--- src/rtl/mem_arbiter.sv ---
// Shares one single-port memory between the fetch (I) and data (D) requesters.
// Data wins by default. A starvation counter forces a fetch grant after STARVE_MAX data grants.
`timescale 1ns/1ps
module mem_arbiter #(
    parameter int STARVE_MAX = 4,
    parameter int TIMEOUT    = 255
) (
    input  logic        clk,
    input  logic        rst_n,
    input  logic        hlt,
    input  logic        i_req,
    input  logic [15:0] i_addr,
    output logic        i_rdy,
    output logic [15:0] i_data,
    input  logic        d_re,
    input  logic        d_we,
    input  logic [15:0] d_addr,
    input  logic [15:0] d_wdata,
    output logic        d_rdy,
    output logic [15:0] d_rdata,
    output logic [15:0] m_addr,
    output logic        m_re,
    output logic        m_we,
    output logic [15:0] m_wdata,
    input  logic [15:0] m_rdata,
    input  logic        m_valid,
    output logic        stall_if,
    output logic        stall_mem,
    output logic        err
);
    localparam logic [2:0] STARVE_LIM = 3'(STARVE_MAX);
    localparam logic [7:0] TMO_LAST   = 8'(TIMEOUT - 1);

    typedef enum logic [1:0] {IDLE, BUSY, RESP} state_t;

    state_t      state, stateNext;
    logic        ownerD;
    logic        isWrite;
    logic [7:0]  tmoCnt;
    logic [2:0]  starveCnt;
    logic        iWant, dWant, grantD, grantI, timeoutHit;

    always_comb begin
        iWant      = i_req & ~hlt;
        dWant      = d_re | d_we;
        grantD     = (state == IDLE) && dWant && !(iWant && (starveCnt == STARVE_LIM));
        grantI     = (state == IDLE) && !grantD && iWant;
        timeoutHit = (state == BUSY) && !m_valid && (tmoCnt == TMO_LAST);
    end

    always_comb begin
        stateNext = state;
        case (state)
            IDLE:    if (grantD || grantI) stateNext = BUSY;
            BUSY:    if (m_valid || timeoutHit) stateNext = RESP;
            RESP:    stateNext = IDLE;
            default: stateNext = IDLE;
        endcase
    end

    // tmoCnt is zero only in the first BUSY cycle, so it doubles as the strobe qualifier
    assign m_re      = (state == BUSY) && (tmoCnt == 8'd0) && !isWrite;
    assign m_we      = (state == BUSY) && (tmoCnt == 8'd0) && isWrite;
    assign i_rdy     = (state == RESP) && !ownerD;
    assign d_rdy     = (state == RESP) && ownerD;
    assign stall_if  = i_req & ~i_rdy;
    assign stall_mem = (d_re | d_we) & ~d_rdy;

    always_ff @(posedge clk or negedge rst_n) begin
        if (!rst_n) begin
            state     <= IDLE;
            ownerD    <= 1'b0;
            isWrite   <= 1'b0;
            tmoCnt    <= '0;
            starveCnt <= '0;
            m_addr    <= '0;
            m_wdata   <= '0;
            i_data    <= '0;
            d_rdata   <= '0;
            err       <= 1'b0;
        end else begin
            state <= stateNext;

            if (grantD || grantI) begin
                ownerD  <= grantD;
                isWrite <= grantD && d_we;
                m_addr  <= grantD ? d_addr : i_addr;
                if (grantD) m_wdata <= d_wdata;
                tmoCnt  <= '0;
                // simultaneous read and write is served as a write but flagged
                if (grantD && d_re && d_we) err <= 1'b1;
            end else if (state == BUSY) begin
                tmoCnt <= tmoCnt + 8'd1;
            end

            if (state == IDLE) begin
                if (grantI || !i_req)
                    starveCnt <= '0;
                else if (grantD && iWant && (starveCnt < STARVE_LIM))
                    starveCnt <= starveCnt + 3'd1;
            end

            if (state == BUSY) begin
                if (m_valid) begin
                    if (!ownerD)
                        i_data <= m_rdata;
                    else if (!isWrite)
                        d_rdata <= m_rdata;
                end else if (timeoutHit) begin
                    err <= 1'b1;
                    if (ownerD) d_rdata <= '0;
                    else        i_data  <= '0;
                end
            end
        end
    end
endmodule

--- config.mk ---
export PLATFORM = sky130hd
export DESIGN_NAME = mem_arbiter
export DESIGN_NICKNAME = d
export VERILOG_FILES = /design/src/rtl/mem_arbiter.sv
export SDC_FILE = /design/constraint.sdc
export NUM_CORES = 1
export LEC_CHECK = 0
export BUFFER_PORTS_ARGS = -buffer_cell sky130_fd_sc_hd__buf_2
export CORE_MARGIN = 1
export CORE_UTILIZATION = 48
export CTS_CLUSTER_DIAMETER = 30
export DETAILED_ROUTE_END_ITERATION = 7
export GPL_TIMING_DRIVEN = 0
export HOLD_SLACK_MARGIN = 0.15
export PLACE_DENSITY_LB_ADDON = 0.15
export SYNTH_ARGS = -nofsm -noshare
export SYNTH_HDL_FRONTEND = slang
export SYNTH_SLANG_ARGS = --single-unit
--- constraint.sdc ---
create_clock -name clk -period 2.29 [get_ports clk]
set_input_delay 0.3435 -clock clk [delete_from_list [all_inputs] [get_ports clk]]
set_output_delay 0.3435 -clock clk [all_outputs]
set_load 0.01 [all_outputs]
==> impl_metrics.toml, run 1 <==
[sta]
fin_crit_sh_pct = 97.6
final.min_clock_period_ps = 2240
rsz0062_at_grt = "yes"
finalMaxSlewViolations = 0
max_slew_margin_pct = 54.1
finalSetupViolCount = 0
hold_viol_final = 0
fin_skew_ps = 11.8
fin_tns_setup_ps = 0
tightestPinTransition_ps = 682
max_freq_mhz = 447

[power]
p_int_uw = 3750
pwr-share-seq_pct = 40.1
switchingPower_uw = 2130
powerDensity_mw_per_mm2 = 1270
power.share.clock_pct = 19.5
power.leakage_uw = 0.00229
swShare_pct = 36.3
peakVddDrop_v = 0.000651
pwr-share-comb_pct = 40.4
finalPower_uw = 5880

[detailed_routing]
drtIter0Drc = 101
vias = 2930
ant_nets = 0
routed_via_density = 5.10
wl_um = 8210
drc = 0
first_pass_iters = 4
wire_per_inst_um = 14.3

[logic_synthesis]
yosys_register_bits = 80
netlist_instances = 315
yosys_warnings = 0
synth.avg_cell_area_um2 = 11.1
synth_flop_cell = "dfrtp_1"
synth_nets = 391
ys_seq_area_share_pct = 57.4
synthDistinctLibCells = 41
async_flop_share_pct = 100
syn_area_mm2 = 0.00349
synth-edff-count = 0

[floorplan]
die_w_um = 87.2
rows = 30
core_mm2 = 0.00691
initial_core_util_pct = 50.5
die_area_mm2 = 0.00761
io_pins = 142
die_h_um = 87.2

[placed_design]
hpwl_um = 6020
port_buffers = 141
place_inst = 553
dpl_cell_area_mm2 = 0.00433
place.gp.congestion = 0.854

[clocking]
clock-sinks = 80
clk_latency_ps = 350
h-tree-depth = 3
cts_buffers = 9
cts_tree = "done"
clkTransAtPathRegs_ps = 80
cts-root-buf = "clkbuf_8"
cts_buffer_depth = 2

[global_routing]
overflow = 0
grt_pass1_vias = 2846
grt_usage_pct = 22.7
antenna_found_initial = 0
grt_pass1_wl_um = 13100
grt_max_degree = 44

[cells_and_area]
areaGrowthSynthToFinish_pct = 32.9
nNetsFinal = 549
drive_gt1_share_pct = 43.3
layout.cells.non_filler = 574
multiInputGateArea_mm2 = 0.00139
finish.utilization_pct = 67.1
antennaDiodeCount = 0
stdcell_area_mm2 = 0.00463
n_fill_cell = 602
regArea_mm2 = 0.00200

[status]
status = "complete, no violations"

[worst_setup_path]
endpoint_kind = "primary output"
r2r_cells = 6
cp.required_ps = 1950
cp.arrival_ps = 1890
crit_type = "reg2out"
start_kind = "flop"
ff2ff_setup_slack_ps = 490
crit_path_max_fanout = 4

[worst_hold_path]
hold_path_depth = 3
hp-class = "in2reg"

[job]
maxCapViolations = 0
## worst paths after layout
check,end,from
worst max-delay path,m_we,tmoCnt[0]$_DFFE_PN0P_
worst min-delay path,d_rdata[8]$_DFFE_PN0P_,m_rdata[8]
worst max register to register,d_rdata[12]$_DFFE_PN0P_,state[1]$_DFFE_PN0P_
worst min register to register,err$_DFF_PN0_,err$_DFF_PN0_
max in group asynchronous,m_wdata[7]$_DFFE_PN0P_,rst_n
min in group asynchronous,tmoCnt[6]$_DFFE_PN0P_,rst_n
## repair_timing
item | 4_1_cts | 5_1_grt
hold endpoints to repair | 37 | 0
cloned | 0 | 0
pin swaps | 0 | 1
gates resized for setup | 2 | 8
buffers inserted | 1 | 3
setup endpoints to repair | 2 | 2
hold buffers | 1 | 0
## stage by stage
stage               hold WS, ps  worst slack, ps
floorplan                  47.9              459
global placement            458              278
detailed placement          346              291
CTS                         195            0.675
global route                202            -57.1
finish                      211             54.1
## cell usage in the layout, fill, tap and decap left out, drive strengths merged, types with 4 or more instances in the layout
cell type  count
buf          160
dfrtp         80
nand2         42
nor2          26
o21ai         23
a21oi         20
a22o          16
mux2i         16
mux2          16
clkbuf        12
inv            8
nand3          5
nand4          5
ha             5
o211ai         4
nor3           4
## kinds of logic (layout without fill, tap and decap cells)
family | count (synthesis) | after routing | share of synthesized area (%)
fa+ha+maj | 5 | 5 | 1.79
buf+inv | 24 | 187 | 3.59
flops | 80 | 80 | 57.4
mux | 32 | 32 | 9.76
simple gates | 102 | 102 | 14.3
xor+xnor | 3 | 3 | 0.754
compound gates | 69 | 69 | 12.4
## layout make-up
class,count,area share (%)
repair buffers,147,16.6
multi-input cells,211,30.1
plain buffers,16,2.11
flip-flops and latches,80,43.2
clock inverters,6,2.03
well taps,96,2.59
clock buffers,10,2.75
inverters,8,0.648
## power by group through the flow
stage | combinational [uW] | sequential (uW) | clock [uW]
2_1_floorplan | 1120 | 2620 | 0
3_3_place_gp | 2260 | 2360 | 0
3_5_place_dp | 2310 | 2380 | 0
4_1_cts | 2340 | 2360 | 1180
5_1_grt | 2640 | 2430 | 1230
6_report | 2380 | 2360 | 1150
## state kept, by name, indices dropped and copies added, names as in the netlist
signal / flops
isWrite: 1
i_data: 16
d_rdata: 16
starveCnt: 3
m_wdata: 16
state: 2
m_addr: 16
ownerD: 1
tmoCnt: 8
err: 1
## routing by layer
layer  part of all wire (%)  track usage (%)  up-vias
met5                      0                0        -
met4                    2.6             12.5        0
met3                    6.8             5.78       19
met2                     48             35.4      107
met1                     43             28.9     1389
li1                       -                -     1415
## cell usage after synthesis (4+ instances only)
library cell | n | share of area [%]
a22o_1 | 16 | 4.0
ha_1 | 5 | 1.8
nand4_1 | 4 | 0.72
mux2_2 | 16 | 5.2
mux2i_1 | 16 | 4.6
nand2_1 | 42 | 4.5
a21oi_1 | 20 | 2.9
dfrtp_1 | 80 | 57
nand3_1 | 5 | 0.72
buf_2 | 10 | 1.4
o21ai_1 | 10 | 1.4
inv_1 | 8 | 0.86
o21ai_0 | 13 | 1.9
nor2_1 | 25 | 2.7
## critical path: stages (launching register included)
cell     delay (ps)
dfrtp_1         400
inv_2           110
ha_4            130
nor4b_4         180
nand2_1          90
or4_4           430
nor2_1           90
buf_2           130
Note: power is estimated with default switching activity, not from simulation.
==> inputs of run 2 (changes only) <==
- CORE_MARGIN: 1 -> 10
==> run 2 against run 1 <==
Effect of this change:
- the run now ends with negative setup slack left
- maximum frequency down 4.3%
- final cell count rose by 0.70%
- non-clock buffer count grew 2
- die area is 46% higher
- sequential cell count unchanged
- worst hold slack improved by 21 ps
- clock power fell by 5%
- core utilization down 2.3 points
- final area rose by 0.30%
- critical path type unchanged
- critical endpoint unchanged
- largest power group unchanged
==> impl_metrics.toml, run 2 (synthesis results as in run 1) <==
[clocking]
clkTransAtPathRegs_ps = 80
cts-root-buf = "clkbuf_8"
cts_tree = "done"
clock-sinks = 80
h-tree-depth = 3
cts_buffers = 9
clk_latency_ps = 330
cts_buffer_depth = 2

[global_routing]
grt_max_degree = 55
antenna_found_initial = 0
overflow = 0
grt_pass1_wl_um = 15400
grt_usage_pct = 16.7
grt_pass1_vias = 3175

[cells_and_area]
areaGrowthSynthToFinish_pct = 33.3
layout.cells.non_filler = 578
antennaDiodeCount = 0
regArea_mm2 = 0.00200
nNetsFinal = 551
multiInputGateArea_mm2 = 0.00140
stdcell_area_mm2 = 0.00465
drive_gt1_share_pct = 43.8
final_common_cell = "buf_2"
final_cell_mix = "buf_2, dfrtp_1, nand2_1"
n_fill_cell = 615

[sta]
fin_skew_ps = 11.7
setup_slack_ps = -47.0
rsz0062_at_grt = "yes"
finalSetupViolCount = 2
max_slew_margin_pct = 54.3
tightestPinTransition_ps = 680
max_freq_mhz = 428
finalMaxSlewViolations = 0
final.min_clock_period_ps = 2340
fin_crit_sh_pct = 102
hold_viol_final = 0
fin_tns_setup_ps = -83.5

[detailed_routing]
drtIter0Drc = 66
wl_um = 9400
ant_nets = 0
first_pass_iters = 4
drc = 0
routed_via_density = 5.04
wire_per_inst_um = 16.3
vias = 2912

[worst_setup_path]
cp.required_ps = 1950
endpoint_kind = "primary output"
start_kind = "flop"
cp.arrival_ps = 1990
crit_path_max_fanout = 4
crit_type = "reg2out"

[power]
peakVddDrop_v = 0.000702
power.leakage_uw = 0.00230
powerDensity_mw_per_mm2 = 1270

[floorplan]
initial_core_util_pct = 48.6
die_h_um = 105
rows = 31
io_pins = 142
die_area_mm2 = 0.0111
core_mm2 = 0.00718
die_w_um = 105

[status]
status = "finished, violations left"
violations = "negative setup slack"

[job]
maxCapViolations = 0

[placed_design]
hpwl_um = 7260
dpl_cell_area_mm2 = 0.00435
place_inst = 556
place.gp.congestion = 0.803
port_buffers = 141
place_ws_ps = 281

[worst_hold_path]
hp-class = "in2reg"
-- run 2: layout make-up --
type	count	share of cell area [%]
well taps	99	2.67
clock inverters	6	1.83
plain buffers	16	2.05
inverters	8	0.646
repair buffers	149	17.0
clock buffers	9	2.67
multi-input cells	211	30.0
flip-flops and latches	80	43.1
-- run 2: routing by layer --
metal,routed length [um],share of wire [%],up-vias,global-route usage (%)
met5,0,0,-,0
met4,44,0.47,0,4.71
met3,887,9.4,4,6.58
met2,4540,48,103,27.2
met1,3930,42,1384,20.1
li1,-,-,1421,-
-- run 2: timing repair --
action                                 in CTS  in global routing
setup endpoints to repair                   2                  2
pin swaps                                   0                  3
resized for setup                           2                  8
hold buffers                                1                  0
setup buffers                               1                  5
endpoints found under the hold margin      26                  0
cloned                                      0                  0
-- run 2: path summary, 6_finish.rpt --
path	startpoint	to	slack (ps)	cells past startpoint
max	tmoCnt[0]$_DFFE_PN0P_	m_we	-50	7
min	m_rdata[12]	d_rdata[12]$_DFFE_PN0P_	230	3
max reg2reg	tmoCnt[0]$_DFFE_PN0P_	i_data[8]$_DFFE_PN0P_	390	8
min reg2reg	err$_DFF_PN0_	err$_DFF_PN0_	480	1
max in group asynchronous	rst_n	m_addr[0]$_DFFE_PN0N_	1220	3
min in group asynchronous	rst_n	tmoCnt[6]$_DFFE_PN0P_	480	2
-- run 2: power by group --
| group | internal, uW | leakage [uW] | switching [uW] |
|---|---|---|---|
| Combinational | 1130 | 0.00123 | 1300 |
| Sequential | 2020 | 0.000970 | 352 |
| Clock | 604 | 0.000101 | 485 |
-- run 2: metrics by stage --
stage          hold WS (ps)  power [uW]  utilization, %
4_1_cts                 213        5900            63.8
6_report                232        5890            64.8
3_3_place_gp            453        4680            60.1
5_1_grt                 224        6360            64.8
2_1_floorplan          47.9        3740               -
3_5_place_dp            292        4780            60.6
-- run 2: worst max-delay path, cell delays in order (launching register included) --
cell	delay [ps]
dfrtp_1	400
inv_2	110
ha_4	140
nor4b_4	180
nand2_1	90
or4_4	500
nor2_2	110
buf_2	130
==> inputs of run 3 (changes only) <==
- clock period: 2.29 -> 2.5 ns (I/O delays scaled with it)
==> run 3 against run 2 <==
Effect of this change:
- the run now ends clean
- via count fell by 1.2%
- first-iteration DRC count fell by 12%
- clock power fell by 9%
- die area did not move
- clock-buffer cell count did not move
- non-clock buffer count fell by 6
- sequential cell count did not move
- sequential power fell by 8.4%
- final area fell by 1.6%
- core utilization fell by 1.1 points
==> impl_metrics.toml, run 3 (synthesis results as in run 1) <==
[global_routing]
grt_pass1_vias = 3167
antenna_found_initial = 0
overflow = 0
grt_pass1_wl_um = 15400
grt_max_degree = 55
grt_usage_pct = 16.7

[clocking]
h-tree-depth = 3
cts_buffer_depth = 2
cts_buffers = 9
cts_tree = "done"
clk_latency_ps = 330
clock-sinks = 80
cts-root-buf = "clkbuf_8"
clkTransAtPathRegs_ps = 80

[cells_and_area]
nNetsFinal = 545
antennaDiodeCount = 0
drive_gt1_share_pct = 41.9
final_common_cell = "buf_2"
stdcell_area_mm2 = 0.00457
final_cell_mix = "buf_2, dfrtp_1, nand2_1"
areaGrowthSynthToFinish_pct = 31.1

[sta]
hold_viol_final = 0
fin_skew_ps = 11.5
fin_crit_sh_pct = 94.8
final.min_clock_period_ps = 2370
finalSetupViolCount = 0
finalMaxSlewViolations = 0
tightestPinTransition_ps = 677
max_freq_mhz = 422
hold-worst-slack_ps = 263
max_slew_margin_pct = 54.5

[job]
maxCapViolations = 0

[status]
status = "complete, no violations"

[floorplan]
io_pins = 142
die_h_um = 105
rows = 31
die_w_um = 105
core_mm2 = 0.00718
die_area_mm2 = 0.0111
initial_core_util_pct = 48.6

[worst_setup_path]
r2r_cells = 6
cp.required_ps = 2120
endpoint_kind = "primary output"
crit_type = "reg2out"
timing.rr.start = "state[1]$_DFFE_PN0P_"
start_kind = "flop"
crit_path_max_fanout = 4
cp.arrival_ps = 2000
ff2ff_setup_slack_ps = 710
r2r-end = "d_rdata[13]$_DFFE_PN0P_"

[detailed_routing]
first_pass_iters = 4
wire_per_inst_um = 16.3
ant_nets = 0
vias = 2878
wl_um = 9340
drc = 0
drtIter0Drc = 58
routed_via_density = 5.03

[placed_design]
port_buffers = 141
hpwl_um = 7260
dpl_cell_area_mm2 = 0.00435
place.gp.congestion = 0.803

[worst_hold_path]
hold_path_depth = 3
min_to = "d_rdata[12]$_DFFE_PN0P_"
worstHoldStart = "m_rdata[12]"
hp-class = "in2reg"

[power]
peakVddDrop_v = 0.000643
powerDensity_mw_per_mm2 = 1160
power.leakage_uw = 0.00226
==> run 3: cell count changes in the layout (fill, tap and decap cells not counted), sizes merged <==
cell  previous run  this run
buf            163       157
==> run 3: report_power, final <==
| group | leakage, uW | internal (uW) | switching, uW |
|---|---|---|---|
| Combinational | 0.00119 | 974 | 1170 |
| Clock | 0.000101 | 553 | 442 |
| Sequential | 0.000972 | 1850 | 326 |
| Total | 0.00226 | 3370 | 1930 |
==> run 3: worst max path at each step <==
stage | slack (ps) | cells after the start | start | endpoint
2_1_floorplan | 640 | 6 | tmoCnt[0]$_DFFE_PN0P_ | m_re
3_5_place_dp | 460 | 7 | tmoCnt[0]$_DFFE_PN0P_ | m_re
5_1_grt | -10 | 7 | tmoCnt[1]$_DFFE_PN0P_ | m_we
4_1_cts | 70 | 7 | tmoCnt[0]$_DFFE_PN0P_ | m_re
6_report | 130 | 7 | tmoCnt[0]$_DFFE_PN0P_ | m_re
3_3_place_gp | 440 | 1 | rst_n | m_wdata[10]$_DFFE_PN0P_
==> run 3: metal layers <==
metal / wire, um / track usage (%) / share of wire [%] / up-vias
li1: - / - / - / 1408
met1: 3900 / 20.2 / 42 / 1361
met3: 905 / 6.58 / 9.7 / 4
met4: 44 / 4.71 / 0.47 / 0
met2: 4490 / 26.9 / 48 / 105
met5: 0 / 0 / 0 / -
==> run 3: timing repair <==
action	CTS	global route
resized for setup	0	2
setup buffers	0	0
endpoints found under the setup margin	0	2
hold buffers	1	0
endpoints found under the hold margin	26	0
==> run 3: layout make-up <==
cell class                      count  area, um^2
Buffer                             16        95.1
Clock buffer                        9         124
Clock inverter                      6        85.1
Fill cell                         630        2610
Inverter                            8        30.0
Multi-Input combinational cell    211        1370
Sequential cell                    80        2000
Tap cell                           99         124
Timing Repair Buffer              143         746
==> run 3: per-stage QoR <==
step	TNS [ps]	util [%]	cells	setup slack [ps]	total power, uW
floorplan	0	-	315	638	3430
global placement	0	60.1	555	440	4290
detailed placement	0	60.6	556	460	4370
CTS	0	63.6	572	70.1	5390
global route	-13.2	63.7	572	-13.2	5730
finish	0	63.7	572	130	5310
==> run 3: worst max-delay path, cell delays in order, from the launching register on <==
cell and delay (ps):
dfrtp_1 420, inv_2 100, ha_1 170, nor4b_2 220, nand2_1 90, or4_1 420
nor2_1 110, buf_2 140
